`config.mk`:
```
export PLATFORM = sky130hd
export DESIGN_NAME = mem_access_unit
export DESIGN_NICKNAME = d
export VERILOG_FILES = /design/src/rtl/mem_access_pkg.sv /design/src/rtl/mem_access_unit_byte_lane_unit.sv /design/src/rtl/mem_access_unit.sv
export SDC_FILE = /design/constraint.sdc
export NUM_CORES = 1
export LEC_CHECK = 0
export CORE_ASPECT_RATIO = 0.7
export CORE_MARGIN = 1
export CORE_UTILIZATION = 36
export DETAILED_ROUTE_END_ITERATION = 10
export PLACE_DENSITY = 0.6
export SLEW_MARGIN = 40
export SYNTH_ARGS = -nofsm -noshare
export SYNTH_HDL_FRONTEND = slang
export SYNTH_SLANG_ARGS = --single-unit
```
`constraint.sdc`:
```
create_clock -name clk -period 5.9 [get_ports clk]
set_input_delay 1.18 -clock clk [delete_from_list [all_inputs] [get_ports clk]]
set_output_delay 1.18 -clock clk [all_outputs]
set_load 0.02 [all_outputs]
```
`src/rtl/mem_access_pkg.sv`:
```
// Shared encodings for the load/store front end: access sizes, FSM states,
// and the default data-memory depth.
package mem_access_pkg;

    localparam logic [1:0] SZ_BYTE = 2'b00;
    localparam logic [1:0] SZ_HALF = 2'b01;
    localparam logic [1:0] SZ_WORD = 2'b10;

    localparam int DEF_MEM_WORDS = 200;

    typedef enum logic {
        IDLE  = 1'b0,
        MERGE = 1'b1
    } state_t;

endpackage

```
`src/rtl/mem_access_unit_byte_lane_unit.sv`:
```
// Combinational lane logic shared by the load path and the store-merge path:
// extracts/extends a byte, half or word from word_in, and produces word_in
// with the addressed lane(s) replaced by the low bits of wdata.
module byte_lane_unit
    import mem_access_pkg::*;
(
    input  logic [1:0]  size,
    input  logic [1:0]  lane,
    input  logic        is_unsigned,
    input  logic [31:0] word_in,
    input  logic [31:0] wdata,
    output logic [31:0] load_ext,
    output logic [31:0] merged
);

    logic [7:0]  word_bytes [4];
    logic [3:0]  byte_we;
    logic [7:0]  byte_sel;
    logic [15:0] half_sel;

    genvar gi;
    generate
        for (gi = 0; gi < 4; gi++) begin : g_lane
            assign word_bytes[gi] = word_in[8*gi +: 8];
            // Byte stores replicate wdata[7:0], half stores wdata[15:0],
            // so each lane only needs to know which source byte it takes.
            if (gi % 2 == 0) begin : g_even
                assign merged[8*gi +: 8] = !byte_we[gi] ? word_in[8*gi +: 8] :
                                           (size[1] ? wdata[8*gi +: 8] : wdata[7:0]);
            end else begin : g_odd
                assign merged[8*gi +: 8] = !byte_we[gi] ? word_in[8*gi +: 8] :
                                           (size[1] ? wdata[8*gi +: 8] :
                                            (size == SZ_HALF ? wdata[15:8] : wdata[7:0]));
            end
        end
    endgenerate

    // Lane write enables for the merge path (size 11 behaves as a word).
    always_comb begin
        byte_we = 4'b0000;
        if (size == SZ_BYTE) begin
            byte_we[lane] = 1'b1;
        end else if (size == SZ_HALF) begin
            byte_we = lane[1] ? 4'b1100 : 4'b0011;
        end else begin
            byte_we = 4'b1111;
        end
    end

    // Load extract and sign/zero extension.
    always_comb begin
        byte_sel = word_bytes[lane];
        half_sel = lane[1] ? word_in[31:16] : word_in[15:0];
        if (size == SZ_BYTE) begin
            load_ext = {{24{~is_unsigned & byte_sel[7]}}, byte_sel};
        end else if (size == SZ_HALF) begin
            load_ext = {{16{~is_unsigned & half_sel[15]}}, half_sel};
        end else begin
            load_ext = word_in;
        end
    end

endmodule

```
`src/rtl/mem_access_unit.sv`:
```
// Load/store front end for a word-indexed data memory. Loads complete in one
// cycle; sub-word stores read the word, then write the merged word in a
// second (MERGE) cycle during which new requests are stalled.
module mem_access_unit
    import mem_access_pkg::*;
#(
    parameter int MEM_WORDS = DEF_MEM_WORDS
) (
    input  logic        clk,
    input  logic        rst,
    input  logic        req_valid,
    input  logic        req_read,
    input  logic        req_write,
    input  logic [1:0]  req_size,
    input  logic        req_unsigned,
    input  logic [31:0] req_addr,
    input  logic [31:0] req_wdata,
    output logic        stall,
    output logic [31:0] load_data,
    output logic        load_valid,
    output logic        misalign,
    output logic        oob,
    output logic        MemRead,
    output logic        MemWrite,
    output logic [31:0] ALUOut,
    output logic [31:0] reg2data,
    input  logic [31:0] memout
);

    localparam logic [31:0] MEM_WORDS_L = 32'(MEM_WORDS);

    state_t      state_reg, state_next;
    logic [31:0] hold_reg;
    logic [1:0]  lane_reg;
    logic [1:0]  size_reg;
    logic [31:0] wdata_reg;
    logic [29:0] idx_reg;
    logic [31:0] load_data_reg;
    logic        load_valid_reg, misalign_reg, oob_reg;

    logic        accept, is_read, is_write, sz_word;
    logic        misalign_c, oob_c, access_ok;
    logic        ld_go, st_word_go, st_sub_go;
    logic [1:0]  lu_size, lu_lane;
    logic [31:0] lu_word, lu_wdata, lu_load, lu_merged;

    assign accept     = req_valid && (state_reg == IDLE) && !rst;
    assign is_read    = req_read;
    assign is_write   = req_write && !req_read;
    assign sz_word    = (req_size == SZ_WORD) || (req_size == 2'b11);
    assign misalign_c = ((req_size == SZ_HALF) && req_addr[0]) ||
                        (sz_word && (req_addr[1:0] != 2'b00));
    assign oob_c      = {2'b00, req_addr[31:2]} >= MEM_WORDS_L;
    assign access_ok  = accept && !misalign_c && !oob_c;
    assign ld_go      = access_ok && is_read;
    assign st_word_go = access_ok && is_write && sz_word;
    assign st_sub_go  = access_ok && is_write && !sz_word;

    // In MERGE the lane unit works on the captured store; otherwise on the live request.
    assign lu_size  = (state_reg == MERGE) ? size_reg  : req_size;
    assign lu_lane  = (state_reg == MERGE) ? lane_reg  : req_addr[1:0];
    assign lu_word  = (state_reg == MERGE) ? hold_reg  : memout;
    assign lu_wdata = (state_reg == MERGE) ? wdata_reg : req_wdata;

    byte_lane_unit u_lane (
        .size        (lu_size),
        .lane        (lu_lane),
        .is_unsigned (req_unsigned),
        .word_in     (lu_word),
        .wdata       (lu_wdata),
        .load_ext    (lu_load),
        .merged      (lu_merged)
    );

    // State register.
    always_ff @(posedge clk) begin
        if (rst) begin
            state_reg <= IDLE;
        end else begin
            state_reg <= state_next;
        end
    end

    // Next state: enter MERGE only for a legal sub-word store; leave unconditionally.
    always_comb begin
        state_next = IDLE;
        if (state_reg == IDLE && st_sub_go) begin
            state_next = MERGE;
        end
    end

    // Memory-side strobes and stall; strobes are held low during reset.
    always_comb begin
        stall    = (state_reg == MERGE);
        MemRead  = !rst && (ld_go || st_sub_go);
        MemWrite = !rst && (st_word_go || state_reg == MERGE);
        ALUOut   = (state_reg == MERGE) ? {2'b00, idx_reg} : {2'b00, req_addr[31:2]};
        reg2data = (state_reg == MERGE) ? lu_merged : req_wdata;
    end

    // Capture registers for the read-modify-write and registered load/error results.
    always_ff @(posedge clk) begin
        if (rst) begin
            hold_reg       <= '0;
            lane_reg       <= '0;
            size_reg       <= '0;
            wdata_reg      <= '0;
            idx_reg        <= '0;
            load_data_reg  <= '0;
            load_valid_reg <= 1'b0;
            misalign_reg   <= 1'b0;
            oob_reg        <= 1'b0;
        end else begin
            load_valid_reg <= ld_go;
            misalign_reg   <= accept && misalign_c;
            oob_reg        <= accept && oob_c;
            if (ld_go) begin
                load_data_reg <= lu_load;
            end
            if (st_sub_go) begin
                hold_reg  <= memout;
                lane_reg  <= req_addr[1:0];
                size_reg  <= req_size;
                wdata_reg <= req_wdata;
                idx_reg   <= req_addr[31:2];
            end
        end
    end

    assign load_data  = load_data_reg;
    assign load_valid = load_valid_reg;
    assign misalign   = misalign_reg;
    assign oob        = oob_reg;

endmodule

```
==> qor.txt, run 1 <==
Worst-path clk slew: 0.06 ns
Worst endpoint required time: 4.72 ns
CTS tree: built
Die Span X: 171.3 um
Core Area: 0.01929 mm2
Sequential Power Share: 38.6%
Yosys warns: 0
Die Ht: 120.5 um
Sequential fraction of the synthesis area: 37.14%
CP Cell Sequence: clkdlybuf4s50_1, or3_4, and4_1, a21oi_2, buf_4, mux2_2, mux2_2, clkdlybuf4s50_1
Reg-to-reg endpoint: load_data[20]
First-pass GRT wire length: 37260 um
Critical Path AT: 4.19 ns
Via count: 6735
FF+latch count, synth: 134
WS Path Type: input pin to output port
Slew margin rel.: 48.46%
# setup viols final: 0
Fmax: 0.1863 GHz
Mapped Area: 0.007223 mm2
Port Buffer Count: 203
Final nets: 1115
IO Count: 206
Startpoint Class: input pin
DR vias/cell: 5.229
Dpl hpwl: 17430 um
Largest net degree at the start of global routing: 90
Status: completed
Hold endpoint: hold_reg[18]
Sw frac: 25.91%
Hold Path Class: register to register
Final wirelength: 24390 um
Clock root buffer: clkbuf_16
Flop-to-flop setup slack: 2.44 ns
Flip-flop and latch area: 0.002686 mm2
Antenna viol nets, final: 0
Pint: 1.735 mW
Via count of the first global-routing pass: 6195
Static Leak: 3.459 nW
Final Hold Fails: 0
Power Density: 234.7 mW/mm2
Inserted Diodes: 0
Switching power: 0.6067 mW
Min Tclk post-route: 5.367 ns
Measured slew at the worst slew-check pin: 0.7731 ns
FP Rows: 42
Fill count: 1874
Syn avg cell area: 8.589 um2
RSZ-0062 raised after global routing: no
Fin area: 0.009978 mm2
Cts hold-fix bufs: 0
DRT Pass-1 Iters: 5
Slowest stage delay, CP: 0.66 ns
CP Max Fanout: 11
Total GRT Usage: 24.08%
Slowest CP cell: clkdlybuf4s50_1
Setup TNS Final: 0 ns
Worst Hold Depth: 2
Post-synth EDFFs: 0
Clock Path Buffers: 2
Max Cap Viol: 0
Worst r2r src: stall
Reg2Reg Depth: 7
Clock Power Share: 48.1%
Grt total ovfl: 0
CP Capture Type: output port
Post-Synthesis Cells: 841
1st-iter DRT viols: 704
Skew-Pair Late Insertion Delay: 0.43 ns
Dpl cell area: 0.009349 mm2
FFs w/ async S/R, synth: 0%
Antenna violations before repair: 0
Comb pwr share: 13.2%
Main synth FF type: dfxtp_1
Worst Min Path Start: hold_reg[18]
Die area: 0.02064 mm2
Initial Util: 37.45%
Buf/Inv on CP: 3
Wire length per cell: 18.93 um
Setup Buffers After CTS: 0
Final Skew: 0.007718 ns
Area Growth Syn to Fin: 38.14%
CTS Buf Count: 17
Htree depth: 4
GPL Wtd Cong: 0.8771
Crit share post-route: 90.97%
Clock Sinks: 134
Cts repair resizes: 0
Top cell family by delay on the critical path: buffers and inverters
Share of layout cells above drive strength 1: 15.92%
Max Slew Vio Count: 0
Peak VDD IR: 0.1604 mV
Area of the multi-input gates: 0.004029 mm2
Synth unique cells: 58
Residual DRC count: 0
metrics by stage:
stage / setup WS (ns) / std cells / util, % / total power [mW] / hold slack [ns]
2_1_floorplan: 1.761 / 842 / - / 1.067 / 0.4239
4_1_cts: 0.5574 / 1288 / 51.70 / 2.358 / 0.4490
3_3_place_gp: 0.5782 / 1255 / 48.42 / 1.232 / 0.4354
6_report: 0.5328 / 1288 / 51.74 / 2.342 / 0.4455
5_1_grt: 0.3972 / 1288 / 51.74 / 2.421 / 0.4653
3_5_place_dp: 0.5751 / 1256 / 48.48 / 1.231 / 0.4404
power by group through the flow:
stage	sequential (mW)	clock, mW	combinational (mW)
3_5_place_dp	0.925	0	0.305
5_1_grt	0.904	1.19	0.329
4_1_cts	0.905	1.15	0.307
3_3_place_gp	0.925	0	0.307
2_1_floorplan	0.927	0	0.140
6_report	0.905	1.13	0.310
how the worst max path moves through the flow:
stage	startpoint	end	slack, ns	depth (start not counted)
final	req_size[1]	reg2data[9]	0.53	8
after global routing	req_size[1]	reg2data[12]	0.40	8
after CTS	req_size[1]	reg2data[9]	0.56	8
after detailed placement	req_size[1]	reg2data[9]	0.58	8
after global placement	req_size[1]	reg2data[12]	0.58	8
after floorplan	req_size[1]	reg2data[10]	1.76	7
worst register-to-register path: stages (launching register included):
cell,delay (ns)
dfxtp_4,0.84
buf_4,0.60
mux2_2,0.48
mux2i_1,0.22
mux2i_1,0.24
a211oi_4,0.52
buf_4,0.29
a221oi_1,0.10
cells by family (layout without fill, tap and decap cells):
kind of cell,after synthesis,in the layout,share of synthesized area [%]
DFF,134,134,37.14
and+or+nand+nor,277,277,18.29
buffers and inverters,111,293,7.431
muxes,125,125,18.88
other,1,2,0.05192
AOI/OAI and AO/OA,193,193,18.21
layout by cell type (no fill, tap or decap), types with 3 or more instances in the layout:
cell type,n
clkdlybuf4s50_1,202
nand2_1,181
dfxtp_1,133
a21oi_1,93
mux2_2,81
inv_1,42
mux2i_1,37
and2_1,31
o21ai_0,18
clkbuf_16,17
buf_4,16
a221oi_1,15
nor2_1,13
nand3_1,10
a221oi_2,10
a222oi_1,8
o22ai_1,8
o211ai_1,8
a22oi_1,8
nand3b_1,6
mux2_1,6
o21ai_1,4
a31oi_1,4
nor4_1,4
or2_2,4
clkinv_4,4
and4_1,3
nand2b_1,3
nor3b_1,3
and3_1,3
o21bai_1,3
o221a_2,3
clkinvlp_4,3
inv_6,3
bufinv_16,3
cell usage after synthesis (all sizes together) (2+ instances only):
cell | instances | area [um2]
and3 | 4 | 25.02
nor2 | 13 | 48.80
buf | 35 | 251.5
mux2i | 38 | 384.1
a21oi | 94 | 474.2
o211ai | 8 | 60.06
inv | 42 | 157.7
o21ai | 22 | 110.1
nor4b | 2 | 23.77
o311a | 2 | 20.02
nand2 | 181 | 679.4
mux2 | 87 | 979.7
or3b | 2 | 17.52
a222oi | 8 | 80.08
a31oi | 4 | 25.02
clkbuf | 34 | 127.6
and2 | 32 | 202.7
nor3b | 3 | 22.52
a211oi | 3 | 40.04
a221oi | 25 | 281.5
a22oi | 8 | 60.06
nand3 | 11 | 55.05
o21bai | 3 | 22.52
nand3b | 6 | 45.04
or2 | 4 | 25.02
dfxtp | 134 | 2683
nand2b | 3 | 18.77
o22ai | 8 | 50.05
o221a | 3 | 33.78
or3 | 2 | 17.52
and4 | 3 | 26.28
nor4 | 5 | 46.29
cell type report:
type	instances	share of cell area [%]
clock buffers	17	4.263
clock inverters	15	1.969
inverters	42	1.580
multi-input cells	597	40.38
flip-flops and latches	134	26.92
well taps	264	3.310
repair buffers	219	21.58
layer usage:
| metal | GRT usage, % | part of all wire, % | vias to the layer above |
|---|---|---|---|
| met5 | 0 | 0 | - |
| met4 | 6.696 | 1.4 | 0 |
| met3 | 6.252 | 8.6 | 24 |
| met2 | 33.61 | 41 | 274 |
| met1 | 35.78 | 49 | 3129 |
| li1 | - | - | 3308 |
No activity file was read; power rests on OpenSTA's default activity.
==> run 2, diff against run 1 <==
--- a/config.mk
+++ b/config.mk
@@ -5,6 +5,7 @@
 export SDC_FILE = /design/constraint.sdc
 export NUM_CORES = 1
 export LEC_CHECK = 0
+export CAP_MARGIN = 5
 export CORE_ASPECT_RATIO = 0.7
 export CORE_MARGIN = 1
 export CORE_UTILIZATION = 36
==> results of run 2 <==
Same layout as run 1: the final DEF is identical, and so are final timing and power.
